**src/rtl/piso_serializer.sv**
```systemverilog
// Parallel-in/serial-out shifter with valid/ready load and gap-free frames.
// Define PISO_PARITY_EN to append an even-parity bit to every frame.
module piso_serializer #(
    parameter int WIDTH     = 8,
    parameter bit MSB_FIRST = 1'b1
) (
    input  logic             clk,
    input  logic             rst,
    input  logic             load_valid,
    output logic             load_ready,
    input  logic [WIDTH-1:0] load_data,
    output logic             ser_out,
    output logic             ser_valid,
    output logic             busy,
    output logic             done
);

`ifdef PISO_PARITY_EN
    localparam int FL = WIDTH + 1;
`else
    localparam int FL = WIDTH;
`endif
    localparam int CW = $clog2(FL + 1);
    localparam logic [CW-1:0] LAST = CW'(FL - 1);

    typedef enum logic {
        IDLE  = 1'b0,
        SHIFT = 1'b1
    } state_t;

    state_t        state_q;
    logic [FL-1:0] sreg_q;
    logic [CW-1:0] cnt_q;
    logic          done_q;

    logic [FL-1:0] frame_d;
    logic [FL-1:0] shift_d;
    logic          accept;

    always_comb begin
`ifdef PISO_PARITY_EN
        frame_d = MSB_FIRST ? {load_data, ^load_data}
                            : {^load_data, load_data};
`else
        frame_d = load_data;
`endif
        // Zeros shift in behind the head so an emptied register reads 0.
        if (MSB_FIRST) begin
            shift_d = {sreg_q[FL-2:0], 1'b0};
        end else begin
            shift_d = {1'b0, sreg_q[FL-1:1]};
        end
    end

    assign load_ready = (state_q == IDLE) || done_q;
    assign accept     = load_valid && load_ready;

    always_ff @(posedge clk or negedge rst) begin
        if (!rst) begin
            state_q <= IDLE;
            sreg_q  <= '0;
            cnt_q   <= '0;
            done_q  <= 1'b0;
        end else begin
            unique case (state_q)
                IDLE: begin
                    if (accept) begin
                        state_q <= SHIFT;
                        sreg_q  <= frame_d;
                        cnt_q   <= '0;
                        done_q  <= 1'b0;
                    end
                end
                SHIFT: begin
                    if (cnt_q == LAST) begin
                        cnt_q  <= '0;
                        done_q <= 1'b0;
                        if (accept) begin
                            sreg_q <= frame_d;
                        end else begin
                            state_q <= IDLE;
                            sreg_q  <= '0;
                        end
                    end else begin
                        sreg_q <= shift_d;
                        cnt_q  <= cnt_q + CW'(1);
                        done_q <= (cnt_q + CW'(1)) == LAST;
                    end
                end
                default: state_q <= IDLE;
            endcase
        end
    end

    assign ser_out   = MSB_FIRST ? sreg_q[FL-1] : sreg_q[0];
    assign ser_valid = (state_q == SHIFT);
    assign busy      = (state_q == SHIFT);
    assign done      = done_q;

endmodule

```
**config.mk**
```make
export PLATFORM = sky130hd
export DESIGN_NAME = piso_serializer
export DESIGN_NICKNAME = d
export VERILOG_FILES = /design/src/rtl/piso_serializer.sv
export SDC_FILE = /design/constraint.sdc
export NUM_CORES = 1
export LEC_CHECK = 0
export ABC_AREA = 1
export CORE_UTILIZATION = 44
export CTS_CLUSTER_DIAMETER = 80
export DETAILED_ROUTE_END_ITERATION = 16
export GPL_TIMING_DRIVEN = 0
export PLACE_DENSITY = 0.73
export SLEW_MARGIN = 40
export SYNTH_ARGS = -nofsm -noshare
export SYNTH_HDL_FRONTEND = slang
export SYNTH_SLANG_ARGS = --single-unit
```
**constraint.sdc**
```tcl
create_clock -name clk -period 1.1 [get_ports clk]
set_input_delay 0.33 -clock clk [delete_from_list [all_inputs] [get_ports clk]]
set_output_delay 0.33 -clock clk [all_outputs]
set_load 0.01 [all_outputs]
```
* Yosys cells after proc, flatten, opt, wreduce, memory -nomap -nowiden
Cells that the tools add are included.
Word-level totals: output and inout port bits 5, logic and storage cells 24, register bits after elaboration 14, input port bits 11
Cells by class: $add $sub $neg 1, multiplexer cells 13, reduce and logical (&&, ||, !) cells 2, equal/unequal tests 3, bitwise logic cells 1
Operators by type and width (number):
- $mux W8 | 3
- $pmux W8 S2 | 1
- $eq A4 B3 Y1 const B | 2
- $mux W4 | 2
- $pmux W4 S2 | 1
- $add A4 B1 Y4 const B | 1
- $mux W1 | 4
- $pmux W1 S2 | 2
- $ne A2 B2 Y1 const B | 1
- $logic_and A1 B1 Y1 | 1
- $logic_or A1 B1 Y1 | 1
- $not A1 Y1 | 1

* Depth between registers and ports, before layout
depth after elaboration 6, mapped depth 7, gate-level depth less buffers 7

* Worst setup path after synthesis
Ideal clock, no wire load.
path type reg-to-reg, start point register cnt_q[0], end point register sreg_q[0], buffers on the path 0, arrival time 968 ps, data required time 982 ps, setup time 118 ps, period minus slack after synthesis 1086 ps, path slack 14 ps, stages on the path, launching flop included 6, cell sequence dfrtp_1 -> ha_1 -> nand3_4 -> nand2_4 -> nand3b_1 -> nand2_1
On the way: longest elaborated chain between the ends 3
RTL lines:
- start: declaration | RTL line 33 | logic [CW-1:0] cnt_q;
- start signal: assignment | RTL line 86 | cnt_q <= cnt_q + CW'(1);
- $eq A4 B3 Y1 | RTL line 75 | if (cnt_q == LAST) begin
- $mux W8 | RTL line 75
- $pmux W8 S2 | RTL line 65 | unique case (state_q)
- end signal: assignment | RTL line 69 | sreg_q <= frame_d;
- end signal: assignment | RTL line 79 | sreg_q <= frame_d;
- end signal: assignment | RTL line 85 | sreg_q <= shift_d;
- end: declaration | RTL line 32 | logic [FL-1:0] sreg_q;
No other way between the ends. A chain may end at the register's enable or synchronous reset.

* Worst setup path in the final report
start point register state_q (netlist: busy), end point output port ser_valid
RTL lines:
- start: declaration | RTL line 31 | state_t state_q;
- start signal: assignment | RTL line 60 | state_q <= IDLE;
- start signal: assignment | RTL line 68 | state_q <= SHIFT;
- start signal: assignment | RTL line 81 | state_q <= IDLE;
- end: declaration | RTL line 13 | output logic ser_valid,
No word-level cell between the ends.

==> flow_summary.json <==
{
  "status": "complete, but fails checks",
  "failed_checks": "DRC, setup timing",
  "drv_cap": 0,
  "drtPass1Iterations": 12,
  "clockPowerShare": 0.130,
  "wl_um": 1940,
  "overflow": 0,
  "diodes": 0,
  "ant_nets": 0,
  "clock_sinks": 14,
  "place_congestion": 0.766,
  "portBuffers": 15,
  "finClkSkew_ps": 0.495,
  "grt_pass1_vias": 653,
  "fin_crit_ps": 1290,
  "fin_nets": 141,
  "finalCritPeriodShare": 1.17,
  "pin_count": 16,
  "drt-initial-drc-count": 15,
  "dieArea_mm2": 0.00194,
  "crit_fanout": 4,
  "critPathLaunchType": "register",
  "grt_setup_unrepaired": "true",
  "cts-root-buf": "clkbuf_4",
  "initial_core_util": 0.494,
  "synth_area_leaders": "dfrtp_1 (45%), nand3_1 (15%), nand2_1 (9.6%)",
  "layout-drive-gt1-share": 0.417,
  "design_area_mm2": 0.00114,
  "grtUsageTotal": 0.200,
  "synth_cell_types": 17,
  "numCtsBuffers": 3,
  "p_total_mw": 3.00,
  "worstHoldPathType": "in2async",
  "drt-wirelength-per-cell_um": 13.6,
  "setup_ws_ps": -191,
  "dp_hpwl_um": 1060,
  "syn_nets": 111,
  "antenna_found_initial": 0,
  "htree_levels": 1,
  "fp-row-count": 14,
  "crit_buf_inv": 2,
  "p_sw_frac": 0.430,
  "power.internal_mw": 1.71,
  "critical_path.most_common_cell": "buf_6",
  "holdWs_ps": 432,
  "leakage_nw": 0.603,
  "core_region_area_mm2": 0.00158,
  "crit_type": "reg2out",
  "regArea_um2": 353,
  "yosys.area.top_type": "dfrtp_1",
  "final_util": 0.726,
  "vias_per_cell": 5.40,
  "cpPeakStageDelay_ps": 440,
  "worstPathCellList": "buf_6 -> buf_6",
  "post-place-ws_ps": -311,
  "ys_warn_count": 0,
  "pwr-share-seq": 0.317,
  "die_x_um": 44.1,
  "switching_power_mw": 1.29,
  "place_area_um2": 950,
  "required_ps": 770,
  "cts_max_path_buffers": 2,
  "syn_avg_cell_area_um2": 7.95,
  "syn_inst": 98,
  "setup_viol": 5,
  "final_cells": 143,
  "ir_worst_vdd_uv": 1750,
  "final_max_slew_viol_count": 0,
  "ys_ff_latch": 14,
  "route.vias.total": 772,
  "tritoncts": "built",
  "critPathTopFamily": "flip-flops",
  "cp_data_arrival_time_ps": 960,
  "relSlewSlack": 0.561,
  "multi_input_area_um2": 438,
  "synthDominantCellAreaShare": 0.449,
  "ys_seq_area_frac": 0.449,
  "grt_pass1_wl_um": 2740,
  "hold_violations": 0,
  "syn-cell-area_um2": 779,
  "clk_pin_slew_ps": 90,
  "remaining_drc_errors": 1,
  "setup_tns_ps": -614,
  "fillers": 124,
  "final_cell_mix": "nand3_1 (17), nand2_1 (12), dfrtp_1 (12)",
  "worst_pin_slew_ps": 657,
  "fmaxAchievable_mhz": 775,
  "clock_latency_ps": 290,
  "crit_slowest_cell": "dfrtp_2",
  "power_density_mw_per_mm2": 2620,
  "dp.cells": 129,
  "crit_path_end_kind": "output pin",
  "layout-area-overhead-vs-synth_pct": 46.9,
  "fp.dieH_um": 44.1,
  "layout_commonest_cell": "nand3_1",
  "grt_max_degree": 15,
  "comb_power_share": 0.553
}
## sequential cells by signal (all words and copies together), names as in the netlist
register / flops
done: 1
sreg_q: 8
cnt_q: 4
busy: 1
## power groups by stage
stage	combinational [mW]	clock [mW]	sequential (mW)
after floorplan	0.818	0	0.909
after global placement	1.18	0	0.914
after detailed placement	1.21	0	0.923
after CTS	1.37	0.396	0.893
after global routing	1.80	0.418	0.980
final	1.66	0.390	0.950
## per-layer routing
| layer | global-route usage | up-vias | wire length, um |
|---|---|---|---|
| met5 | 0 | - | 0 |
| met3 | 0.0286 | 5 | 123 |
| met2 | 0.312 | 30 | 888 |
| li1 | - | 372 | - |
| met1 | 0.262 | 365 | 892 |
| met4 | 0.127 | 0 | 40 |
## Yosys cell counts
library cell	instances
nand3_1	23
nand2_1	20
dfrtp_1	14
inv_1	13
nor2_1	10
buf_4	2
ha_1	2
inv_2	2
nand2_2	2
nand2_4	2
o22ai_1	2
buf_6	1
nand3_4	1
nand3b_1	1
nand4_1	1
nor3_2	1
o21ai_1	1
## cell type report
type                       count  share of cell area
multi-input combinational     68               0.383
sequential                    14               0.308
timing repair buffer          23               0.179
inverter                      15              0.0514
clock buffer                   4              0.0317
buffer                         3              0.0295
tap                           16              0.0175
## final timing paths
kind,startpoint,to,slack (ps),cells past startpoint
max,busy,ser_valid,-190,2
min,rst,cnt_q[1],430,1
max reg2reg,cnt_q[0],sreg_q[6],10,5
min reg2reg,sreg_q[0],sreg_q[0],520,2
max in group asynchronous,rst,busy,210,1
min in group clk,sreg_q[0],sreg_q[0],520,2
## cell families (layout without fill, tap and decap cells)
kind of cell               Yosys count  count (layout)  share of synthesized area
buffers and inverters               18              45                      0.106
DFF                                 14              14                      0.449
AOI/OAI and AO/OA                    3               3                     0.0225
and+or+nand+nor                     61              63                      0.390
adders and majority gates            2               2                     0.0321
## what timing repair did
item | 4_1_cts | 5_1_grt
hold buffers | 0 | 0
pin swaps | 3 | 10
endpoints found under the setup margin | 16 | 16
gates resized for setup | 28 | 25
gates cloned | 0 | 3
buffers inserted | 5 | 2
Power figures use the tool's default switching activity.
